$ cat src/rtl/generate_timer_if.sv
// generate_timer_if: generation-interval bus between the game controller (master) and generate_timer (slave).
// The pause signal exists only when GENERATE_TIMER_PAUSE_EN is defined.
interface generate_timer_if;
    logic        en;
    logic [31:0] gene_time;
    logic        gene_pulse;
    logic        levelup;
    logic [3:0]  level;
    logic [31:0] remain;
`ifdef GENERATE_TIMER_PAUSE_EN
    logic        pause;
    modport master (output en, gene_time, pause, input gene_pulse, levelup, level, remain);
    modport slave  (input en, gene_time, pause, output gene_pulse, levelup, level, remain);
`else
    modport master (output en, gene_time, input gene_pulse, levelup, level, remain);
    modport slave  (input en, gene_time, output gene_pulse, levelup, level, remain);
`endif
endinterface

$ cat src/rtl/generate_timer.sv
// generate_timer: counts gene_time intervals down into gene_pulse and paces levelup/level.
// Optional PAUSE state enabled by GENERATE_TIMER_PAUSE_EN.
module generate_timer #(
    parameter int GEN_PER_LEVEL = 16,
    parameter int MAX_LEVEL     = 15
) (
    input logic             clk,
    input logic             rst,
    generate_timer_if.slave bus
);
`ifdef GENERATE_TIMER_PAUSE_EN
    typedef enum logic [1:0] {IDLE, LOAD, COUNT, PAUSE} state_t;
`else
    typedef enum logic [1:0] {IDLE, LOAD, COUNT} state_t;
`endif
    state_t      state_q;
    logic [31:0] remain_q;
    logic        pulse_q, lvlup_q;
    logic [3:0]  level_q, level_d, pend_q, pend_d;
    logic [15:0] gen_q, gen_d;
    logic        req, acc, issue;
    logic [4:0]  target;
    // Level-ups are queued in pend_q so back-to-back requests come out on alternate cycles.
    always_comb begin
        req     = pulse_q && gen_q == 16'(GEN_PER_LEVEL - 1);
        target  = {1'b0, level_q} + {1'b0, pend_q};
        acc     = req && target < 5'(MAX_LEVEL);
        issue   = !lvlup_q && (pend_q != '0 || acc);
        pend_d  = pend_q + 4'(acc) - 4'(issue);
        level_d = level_q + 4'(issue);
        gen_d   = !pulse_q ? gen_q : req ? '0 : gen_q + 16'd1;
    end
    always_ff @(posedge clk or posedge rst) begin
        if (rst) begin
            state_q  <= IDLE;
            remain_q <= '0;
            pulse_q  <= 1'b0;
            lvlup_q  <= 1'b0;
            level_q  <= '0;
            pend_q   <= '0;
            gen_q    <= '0;
        end else begin
            gen_q   <= gen_d;
            pend_q  <= pend_d;
            lvlup_q <= issue;
            level_q <= level_d;
            pulse_q <= 1'b0;
            if (!bus.en) begin
                state_q  <= IDLE;
                remain_q <= '0;
            end else begin
                case (state_q)
                    IDLE: state_q <= LOAD;
                    LOAD: begin
                        state_q  <= COUNT;
                        remain_q <= bus.gene_time;
                        pulse_q  <= bus.gene_time == '0;
                    end
                    COUNT:
`ifdef GENERATE_TIMER_PAUSE_EN
                        if (bus.pause) begin
                            state_q  <= PAUSE;
                            remain_q <= (remain_q == '0) ? bus.gene_time : remain_q;
                        end else
`endif
                        begin
                            remain_q <= (remain_q == '0) ? bus.gene_time : remain_q - 32'd1;
                            pulse_q  <= (remain_q == '0) ? bus.gene_time == '0 : remain_q == 32'd1;
                        end
`ifdef GENERATE_TIMER_PAUSE_EN
                    PAUSE:
                        if (!bus.pause) begin
                            state_q <= COUNT;
                            pulse_q <= remain_q == '0;
                        end
`endif
                    default: state_q <= IDLE;
                endcase
            end
        end
    end
    assign bus.gene_pulse = pulse_q;
    assign bus.levelup    = lvlup_q;
    assign bus.level      = level_q;
    assign bus.remain     = remain_q;
endmodule

$ cat src/flat_wrapper.sv
// flat-port wrapper written by rule: the top's interface ports become plain ports
module generate_timer_flat 
#(
    parameter int GEN_PER_LEVEL = 16,
    parameter int MAX_LEVEL     = 15
)
  (clk, rst, bus_en, bus_gene_time, bus_gene_pulse, bus_levelup, bus_level, bus_remain);
  generate_timer_if bus_i ();
  input logic clk;
  input logic rst;
  input wire logic [$bits(bus_i.en)-1:0] bus_en;
  input wire logic [$bits(bus_i.gene_time)-1:0] bus_gene_time;
  output wire logic [$bits(bus_i.gene_pulse)-1:0] bus_gene_pulse;
  output wire logic [$bits(bus_i.levelup)-1:0] bus_levelup;
  output wire logic [$bits(bus_i.level)-1:0] bus_level;
  output wire logic [$bits(bus_i.remain)-1:0] bus_remain;
  assign bus_i.en = bus_en;
  assign bus_i.gene_time = bus_gene_time;
  assign bus_gene_pulse = bus_i.gene_pulse;
  assign bus_levelup = bus_i.levelup;
  assign bus_level = bus_i.level;
  assign bus_remain = bus_i.remain;
  generate_timer #(.GEN_PER_LEVEL(GEN_PER_LEVEL), .MAX_LEVEL(MAX_LEVEL)) u_core (.clk(clk), .rst(rst), .bus(bus_i));
endmodule
$ cat config.mk
export PLATFORM = sky130hd
export DESIGN_NAME = generate_timer_flat
export DESIGN_NICKNAME = d
export VERILOG_FILES = /design/src/rtl/generate_timer_if.sv /design/src/rtl/generate_timer.sv /design/src/flat_wrapper.sv
export SDC_FILE = /design/constraint.sdc
export NUM_CORES = 1
export LEC_CHECK = 0
export CAP_MARGIN = 15
export CORE_UTILIZATION = 57
export DETAILED_ROUTE_END_ITERATION = 16
export GPL_TIMING_DRIVEN = 1
export PLACE_DENSITY_LB_ADDON = 0.08
export SLEW_MARGIN = 20
export SYNTH_ARGS = -nofsm -noshare
export SYNTH_HDL_FRONTEND = slang
export SYNTH_SLANG_ARGS = --single-unit
$ cat constraint.sdc
create_clock -name clk -period 4.85 [get_ports clk]
set_input_delay 0.485 -clock clk [delete_from_list [all_inputs] [get_ports clk]]
set_output_delay 0.485 -clock clk [all_outputs]
set_load 0.02 [all_outputs]
Word-level counts from Yosys, hierarchy flattened --
Cells that the tools add are included. Widths: inputs -> output; s select.
Word-level totals: register bits 60, bits of input ports 35, output and inout bits 38, logic and storage cells 38
Cells by class: add/sub/neg operators 6, order comparisons 1, equality and inequality tests 6, multiplexer cells 9, reduce and logical (&&, ||, !) cells 9
Operators with widths (number):
- $logic_not 32->1 | 2
- $mux 32 | 2
- $pmux 32 s2 | 1
- $eq 32x1->1 const B | 1
- $sub 32x1->32 const B | 1
- $add 16x1->16 const B | 1
- $eq 16x4->1 const B | 1
- $mux 16 | 1
- $add 4x1->4 | 2
- $pmux 2 s3 | 1
- $add 4x4->5 | 1
- $lt 5x4->1 const B | 1
- $reduce_bool 4->1 | 1
- $sub 4x1->4 | 1
- $logic_and 1x1->1 | 3
- $ne 3x1->1 const B | 1
- $eq 2x1->1 const B | 1
- $eq 2x2->1 const B | 1
- $logic_not 2->1 | 1
- $mux 1 | 2
- $mux 2 | 1
- $ne 2x2->1 const B | 1
- $pmux 1 s2 | 1
- $logic_not 1->1 | 1
- $logic_or 1x1->1 | 1

Logic depth before layout (Yosys ltp) --
Gate-level depths: netlist (run 1).
word-level depth 6, gate-level depth with buffers 12

Least setup slack after synthesis (run 1) --
No wires, ideal clock.
path kind register -> register, start register u_core.level_q[0] (netlist: u_core.bus.level[0]), end register u_core.pend_q[2], arrival time 2.784 ns, data required time 4.727 ns, path slack 1.944 ns, cell stages (with the launch flop) 12, clock period less this slack 2.906 ns, cells stage by stage dfrtp_1 -> ha_1 -> fa_1 -> nand3_1 -> a211oi_1 -> o21ai_0 -> a31oi_1 -> or3_1 -> nand2_1 -> ha_1 -> fa_1 -> xor2_1
On the way: cells in the longest elaborated chain, start to end 6
RTL lines:
- from (decl) | line generate_timer.sv:19 | logic [3:0] level_q, level_d, pend_q, pend_d;
- from (signal assigned) | line generate_timer.sv:46 | level_q <= level_d;
- $add 4x4->5 (*) | line generate_timer.sv:26 | target = {1'b0, level_q} + {1'b0, pend_q};
- $lt 5x4->1 (*) | line generate_timer.sv:27 | acc = req && target < 5'(MAX_LEVEL);
- $logic_and 1x1->1 (*) | line generate_timer.sv:27
- branches (longest 2 deep; another with $add 4x1->4)
- $sub 4x1->4 (*) | line generate_timer.sv:29 | pend_d = pend_q + 4'(acc) - 4'(issue);
- named net u_core.pend_d[2] | line generate_timer.sv:19
- to (signal assigned) | line generate_timer.sv:44 | pend_q <= pend_d;
- to (decl) | line generate_timer.sv:19
Mark *: on every way through the listed nets, which the timed path passes. A chain may end at the register's enable or synchronous reset.

Worst setup path in the final report (run 1) --
start register u_core.remain_q[4] (netlist: u_core.bus.remain[4]), end register u_core.remain_q[12] (netlist: u_core.bus.remain[12])
On the way: cells in the longest elaborated chain, start to end 4
RTL lines:
- from (decl) | line generate_timer.sv:17 | logic [31:0] remain_q;
- from (signal assigned) | line generate_timer.sv:56 | remain_q <= bus.gene_time;
- from (signal assigned) | line generate_timer.sv:67 | remain_q <= (remain_q == '0) ? bus.gene_time : remain_q - 32'd1;
- $sub 32x1->32 or $logic_not 32->1 (tied branches) | line generate_timer.sv:67
- $mux 32 (*) | line generate_timer.sv:67
- $pmux 32 s2 (*) | line generate_timer.sv:52 | case (state_q)
- $mux 32 (*) | line generate_timer.sv:48 | if (!bus.en) begin
Mark *: on every way between the ends. The rest lies on a longest branch, timed or not.

==> results.cfg, run 1 <==
[status]
status = complete, but fails checks
violations = design-rule violations

[layout]
drive_gt1_share_pct = 6.84
stdcell_count = 589
multi_input_area_um2 = 2200
final_common_cell = clkdlybuf4s50_1
fillCellCount = 501
regArea_um2 = 1500
n_antenna_cell = 0
syn_to_final_growth_pct = 25.0
num-nets-final = 561
final_cell_mix = clkdlybuf4s50_1 (72), dfrtp_1 (60), nand2_1 (50), a21oi_1 (32)

[grt]
grt_max_degree = 53
antenna_found_initial = 0
grt_pass1_vias = 3689
grt_overflow = 0
grt_usage_pct = 32.1
grt_pass1_wl_um = 17700

[placed_design]
dp_hpwl_um = 7650
placement.io_buffers = 72
dp_cells = 573
preCtsSetupSlack_ps = 1640
gp_congestion = 0.913

[setup_path]
critPathMaxFanout = 14
r2r-start = u_core.bus.remain[4]
max_stage_delay_ps = 740
crit_path_cell_trace = nor4_2, nand3_1, nor3_2, nor2_1, a21o_1, a32o_1
r2r_cells = 6
cp-endpoint = u_core.bus.remain[12]
crit_type = reg2reg
worstPathArrival_ps = 3440
timing.rr.end = u_core.bus.remain[12]
endpoint_kind = flip-flop
start_kind = flip-flop
rrSetupSlack_ps = 1650
slowest_stage = nor3_2
cp-startpoint = u_core.bus.remain[4]
required_ps = 5090

[clock_network]
cts_root_buffer = clkbuf_8
numCtsBuffers = 9
cts_buffer_depth = 2
clock_latency_ps = 350
cts_resized = 0
postCtsSetupRepairBufs = 0
path_clk_slew_ps = 70
h-tree-depth = 3
clock-sinks = 60
tritoncts = yes
postCtsHoldBufs = 0

[routing]
first_pass_iters = 11
drt_iter0_markers = 352
drt-total-wl_um = 10700
vias_per_cell = 6.53
drc = 4
antenna_left = 0
vias = 3848
wire_per_inst_um = 18.1

[hold_path]
hold_path_class = in2async

[timing]
hold_viol_final = 0
fmax_ghz = 0.312
maxSlewViolCount = 0
fin_worst_skew_ps = 10.3
worst-slew-pin-transition_ps = 879
setup_slack_ps = 1650
fin_crit_ps = 3200
finalSetupViolations = 0
grt_setup_unrepaired = no
fin_crit_sh_pct = 66.0
slew_headroom_pct = 41.2
tns_ps = 0

[pwr]
p_leak_nw = 2.04
peakVddDrop_v = 0.000234
power_mw = 1.69
power_per_cell_area_nw_per_um2 = 352

[floorplanning]
rows = 29
die-height_um = 84.0
dieArea_um2 = 7050
io_pins = 73
core_um2 = 6420
start_util_pct = 59.7
die-width_um = 84.0

[synthesis]
postSynthAreaPerCell_um2 = 8.83
synthArstFlopShare_pct = 100
synth_nets = 488
synth_top_cells_by_area = dfrtp_1 (39%), ha_1 (5.6%), nand2_1 (4.9%)
ys_seq_area_share_pct = 39.2
synth_cells = 434
synth_edf_count = 0
synth_cell_types = 58
netlist_area_um2 = 3830
yosysTopAreaCell = dfrtp_1
synth-seq-cells = 60
yosysWarningCount = 0
synth_top_area_share_pct = 39.2
synth_flop_cell = dfrtp_1

[flow_run]
drv_cap = 0
-- registers in the layout, summed over array words and instances, names as in the netlist --
signal / count
u_core.bus.remain: 32
u_core.state_q: 2
u_core.pend_q: 4
u_core.bus.gene_pulse: 1
u_core.bus.levelup: 1
u_core.gen_q: 16
u_core.bus.level: 4
-- cell type report --
class                           instances  area share (%)
Multi-Input combinational cell        344            46.0
Sequential cell                        60            31.3
Timing Repair Buffer                   78            16.0
Clock buffer                           12            3.03
Tap cell                               77            2.01
Inverter                               14            1.10
Clock inverter                          4           0.522
-- logic make-up (layout without fill, tap and decap cells) --
kind of cell,after synthesis,count (layout),share of synthesized area [%]
AOI/OAI and AO/OA,99,99,16.9
xor gates and xnor gates,21,21,4.80
adders and majority gates,19,19,6.60
buffers and inverters,30,108,3.27
DFF,60,60,39.2
muxes,7,7,1.86
and+or+nand+nor,198,198,27.3
-- Yosys cell counts (6+ instances only) --
cell	n
clkbuf_1	10
nor3_1	14
o311ai_0	6
inv_1	13
nand3_1	30
nand4_1	11
or4_1	6
nor4_1	20
a21oi_1	32
xnor2_1	8
nor2_1	30
o21ai_0	25
ha_1	17
mux2i_1	6
nand2_1	50
xor2_1	13
dfrtp_1	60
-- per-layer routing --
layer	track usage, %	routed length, um	share of wire (%)
met4	14.6	274	2.6
met5	0	0	0
met2	51.2	5150	48
met1	42.2	4330	41
met3	6.63	901	8.5
-- worst max-delay path, delay by kind of cell (launching register included) --
family             cells  cell delay [ps]
DFF                    1              460
AOI/OAI and AO/OA      2              490
and+or+nand+nor        4             2140
-- power breakdown --
part / internal (mW) / leakage [nW] / switching, mW / total (mW)
sequential: 0.545 / 0.820 / 0.0739 / 0.619
combinational: 0.255 / 1.14 / 0.412 / 0.667
clock: 0.198 / 0.0824 / 0.204 / 0.402
-- per-stage QoR --
step	hold slack [ps]	cell area (um^2)	utilization [%]
finish	361	4790	74.6
global route	370	4790	74.6
CTS	354	4790	74.6
detailed placement	467	4620	71.9
global placement	465	4620	71.9
floorplan	437	3830	-
-- worst min-delay path by stage --
stage / from / endpoint / slack (ps) / depth (start not counted)
global placement: u_core.gen_q[15] / u_core.gen_q[15] / 470 / 1
detailed placement: u_core.gen_q[15] / u_core.gen_q[15] / 470 / 1
floorplan: u_core.gen_q[15] / u_core.gen_q[15] / 440 / 1
CTS: rst / u_core.gen_q[2] / 350 / 2
finish: rst / u_core.gen_q[2] / 360 / 2
global route: rst / u_core.gen_q[2] / 370 / 2
(Power assumes the default switching activity.)
==> run 2: changes to the inputs <==
--- a/config.mk
+++ b/config.mk
@@ -6,7 +6,7 @@
 export NUM_CORES = 1
 export LEC_CHECK = 0
 export CAP_MARGIN = 15
-export CORE_UTILIZATION = 57
+export CORE_UTILIZATION = 53
 export DETAILED_ROUTE_END_ITERATION = 16
 export GPL_TIMING_DRIVEN = 1
 export PLACE_DENSITY_LB_ADDON = 0.08
==> constraint.sdc (replaced) <==
create_clock -name clk -period 3.32 [get_ports clk]
set_input_delay 0.332 -clock clk [delete_from_list [all_inputs] [get_ports clk]]
set_output_delay 0.332 -clock clk [all_outputs]
set_load 0.02 [all_outputs]
==> results.cfg, run 2 (synthesis gave the netlist of run 1 again) <==
[grt]
antenna_found_initial = 0
grt_usage_pct = 30.5
grt_pass1_vias = 3540
grt_max_degree = 33
grt_overflow = 0
grt_pass1_wl_um = 17600

[routing]
vias_per_cell = 6.17
drt-total-wl_um = 11000
drt_iter0_markers = 314
antenna_left = 0
first_pass_iters = 7
wire_per_inst_um = 17.8
drc = 0
vias = 3822

[layout]
num-nets-final = 572
final_common_cell = clkdlybuf4s50_1
final_util_pct = 71.7
fillCellCount = 579
n_antenna_cell = 0
syn_to_final_growth_pct = 29.2
largest_reg_flops = 32
stdcell_count = 619
final_area_um2 = 4950
final_cell_mix = clkdlybuf4s50_1 (72), dfrtp_1 (60), nand2_1 (50), a21oi_1 (32)
multi_input_area_um2 = 2200
regArea_um2 = 1500
drive_gt1_share_pct = 9.18

[setup_path]
start_kind = flip-flop
crit_type = reg2reg
required_ps = 3550
endpoint_kind = flip-flop
timing.rr.end = u_core.pend_q[2]
r2r-start = u_core.bus.level[0]
r2r_cells = 11
critPathMaxFanout = 5
cp-endpoint = u_core.pend_q[2]
cp-startpoint = u_core.bus.level[0]
rrSetupSlack_ps = 230
worstPathArrival_ps = 3320

[pwr]
power_mw = 2.68
power_per_cell_area_nw_per_um2 = 541
peakVddDrop_v = 0.000353
p_leak_nw = 2.13

[timing]
fin_crit_sh_pct = 93.0
maxSlewViolCount = 0
hold_viol_final = 0
fin_worst_skew_ps = 9.46
slew_headroom_pct = 34.9
finalSetupViolations = 0
fin_crit_ps = 3090
worst-slew-pin-transition_ps = 973
fmax_ghz = 0.324
tns_ps = 0
grt_setup_unrepaired = no

[clock_network]
clock-sinks = 60
clock_latency_ps = 350
tritoncts = yes
numCtsBuffers = 9
cts_resized = 0
path_clk_slew_ps = 80
postCtsHoldBufs = 0
h-tree-depth = 3
cts_buffer_depth = 2
cts_root_buffer = clkbuf_8
postCtsSetupRepairBufs = 0

[floorplanning]
die-width_um = 87.0
core_um2 = 6910
start_util_pct = 55.5
rows = 30
die-height_um = 87.0
io_pins = 73
dieArea_um2 = 7570

[hold_path]
hold_path_class = in2async

[flow_run]
drv_cap = 0

[placed_design]
dp_hpwl_um = 7990
dp_cells = 603
gp_congestion = 0.878
placement.io_buffers = 72
place_area_um2 = 4730

[status]
status = finished, final reports clean
[run 2: layer usage]
layer / track usage (%) / up-vias / wire (um)
met1: 41.0 / 1836 / 4650
met5: 0 / - / 0
met2: 48.5 / 171 / 5340
li1: - / 1796 / -
met3: 5.59 / 19 / 833
met4: 12.7 / 0 / 194
[run 2: worst min path at each step]
stage / from / end / slack, ps / cells after the start
finish: rst / u_core.bus.remain[28] / 410 / 2
global route: rst / u_core.bus.level[3] / 490 / 2
CTS: rst / u_core.bus.remain[14] / 430 / 2
detailed placement: u_core.gen_q[15] / u_core.gen_q[15] / 460 / 1
global placement: u_core.gen_q[15] / u_core.gen_q[15] / 460 / 1
floorplan: u_core.gen_q[15] / u_core.gen_q[15] / 440 / 1
[run 2: worst max-delay path, cell delays in order, from the launching register on]
cell	delay, ps
dfrtp_1	440
ha_1	260
fa_1	540
nand3_1	90
a211oi_1	170
o21ai_0	140
a31oi_1	290
or3_1	220
nand2_1	70
ha_1	210
fa_1	390
xor2_1	170
[run 2: report_power, final]
group | leakage [nW] | internal (mW) | total (mW) | switching, mW
combinational | 1.19 | 0.403 | 1.02 | 0.612
clock | 0.114 | 0.428 | 0.759 | 0.332
sequential | 0.820 | 0.795 | 0.902 | 0.107
[run 2: stage by stage]
step | worst slack (ps) | hold WS [ps]
after global placement | 377 | 460
after CTS | 266 | 435
after global routing | 5.22 | 486
after detailed placement | 283 | 465
final | 232 | 412
after floorplan | 414 | 437
[run 2: layout make-up]
cell class | count | share of cell area, %
tap | 96 | 2.43
clock buffer | 9 | 2.50
sequential | 60 | 30.3
multi-input combinational | 344 | 44.5
clock inverter | 7 | 2.02
timing repair buffer | 89 | 17.1
inverter | 14 | 1.06
==> run 3: changes to the inputs <==
--- a/config.mk
+++ b/config.mk
@@ -6,7 +6,7 @@
 export NUM_CORES = 1
 export LEC_CHECK = 0
 export CAP_MARGIN = 15
-export CORE_UTILIZATION = 53
+export CORE_UTILIZATION = 49
 export DETAILED_ROUTE_END_ITERATION = 16
 export GPL_TIMING_DRIVEN = 1
 export PLACE_DENSITY_LB_ADDON = 0.08
==> results.cfg, run 3 (synthesis gave the netlist of run 1 again) <==
[status]
status = finished, final reports clean

[clock_network]
clock-sinks = 60
h-tree-depth = 3
cts_root_buffer = clkbuf_8
postCtsHoldBufs = 0
tritoncts = yes
clock_latency_ps = 340
path_clk_slew_ps = 80
numCtsBuffers = 9
postCtsSetupRepairBufs = 0
cts_resized = 0
cts_buffer_depth = 2

[layout]
syn_to_final_growth_pct = 28.7
final_area_um2 = 4930
num-nets-final = 572
final_common_cell = clkdlybuf4s50_1
final_cell_mix = clkdlybuf4s50_1 (72), dfrtp_1 (60), nand2_1 (50), a21oi_1 (32)
largest_reg_flops = 32
n_antenna_cell = 0
stdcell_count = 622
drive_gt1_share_pct = 9.18

[grt]
grt_usage_pct = 29.3
grt_max_degree = 35
grt_pass1_vias = 3829
grt_overflow = 0
antenna_found_initial = 0
grt_pass1_wl_um = 19100

[timing]
tns_ps = 0
worst-slew-pin-transition_ps = 932
fin_worst_skew_ps = 9.05
hold_viol_final = 0
maxSlewViolCount = 0
fin_crit_ps = 3070
fmax_ghz = 0.325
finalSetupViolations = 0
fin_crit_sh_pct = 92.6
slew_headroom_pct = 37.6
grt_setup_unrepaired = no

[setup_path]
endpoint_kind = flip-flop
r2r_cells = 9
rrSetupSlack_ps = 250
r2r-start = u_core.gen_q[12]
worstPathArrival_ps = 3350
start_kind = flip-flop
slowest_stage = or4_1
cp_top_family = simple AND/OR/NAND/NOR gates
crit_cells = 9
critPathMaxFanout = 4
max_stage_delay_ps = 530
critPathBufInv = 0
crit_path_cell_trace = or4_1, nor4_1, nor2b_1, a31oi_1, or3_1, ha_1, a21o_1, a21oi_1, xor2_1
required_ps = 3590
crit_type = reg2reg
timing.rr.end = u_core.pend_q[3]
cp-endpoint = u_core.pend_q[3]
cp-startpoint = u_core.gen_q[12]

[pwr]
combPwrFrac_pct = 39.1
peakVddDrop_v = 0.000420
seqPwrFrac_pct = 34.9
p_leak_nw = 2.12
p_clk_share_pct = 26.0
power_per_cell_area_nw_per_um2 = 527
intPower_mw = 1.55
p_switching_mw = 1.05
sw_frac_of_total_pct = 40.6

[flow_run]
drv_cap = 0

[routing]
vias = 3925
drt-total-wl_um = 11500
wire_per_inst_um = 18.5
drt_iter0_markers = 333
drc = 0
first_pass_iters = 6
antenna_left = 0
vias_per_cell = 6.31

[hold_path]
hold_path_class = in2async

[placed_design]
dp_hpwl_um = 8370
placement.io_buffers = 72
gp_congestion = 0.896
place_area_um2 = 4730
dp_cells = 606

[floorplanning]
core_um2 = 7410
die-height_um = 90.4
start_util_pct = 51.7
die-width_um = 90.4
rows = 31
io_pins = 73
dieArea_um2 = 8180
[run 3: worst min path at each step]
stage	from	slack, ps	endpoint
finish	rst	420	u_core.bus.level[3]
global route	rst	480	u_core.gen_q[2]
CTS	rst	450	u_core.bus.level[3]
detailed placement	u_core.gen_q[15]	470	u_core.gen_q[15]
global placement	u_core.gen_q[15]	460	u_core.gen_q[15]
floorplan	u_core.gen_q[15]	440	u_core.gen_q[15]
[run 3: per-stage QoR]
stage	utilization [%]	hold WS (ps)	setup WS [ps]	power (mW)
after detailed placement	63.9	469	280	1.91
after global routing	66.5	482	14.4	2.73
after CTS	66.5	449	250	2.58
final	66.5	425	245	2.60
after floorplan	-	437	414	1.50
after global placement	63.9	461	367	1.89
[run 3: area by class of cell]
cell class | instances | area, um^2
fill | 635 | 2480
multi-input combinational | 344 | 2200
sequential | 60 | 1500
timing repair buffer | 89 | 848
clock buffer | 9 | 124
tap | 99 | 124
clock inverter | 7 | 75.1
inverter | 14 | 52.6
[run 3: power by group through the flow]
stage / clock network (mW) / logic (mW) / registers [mW]
floorplan: 0 / 0.533 / 0.966
finish: 0.676 / 1.02 / 0.907
CTS: 0.685 / 0.996 / 0.903
global placement: 0 / 0.978 / 0.913
global route: 0.723 / 1.09 / 0.919
detailed placement: 0 / 0.990 / 0.915
[run 3: metal layers]
layer | track usage, % | wire [um] | vias up
met4 | 10.1 | 254 | 0
met2 | 49.2 | 5600 | 206
met3 | 5.81 | 828 | 32
met5 | 0 | 0 | -
met1 | 37.8 | 4820 | 1881
li1 | - | - | 1806
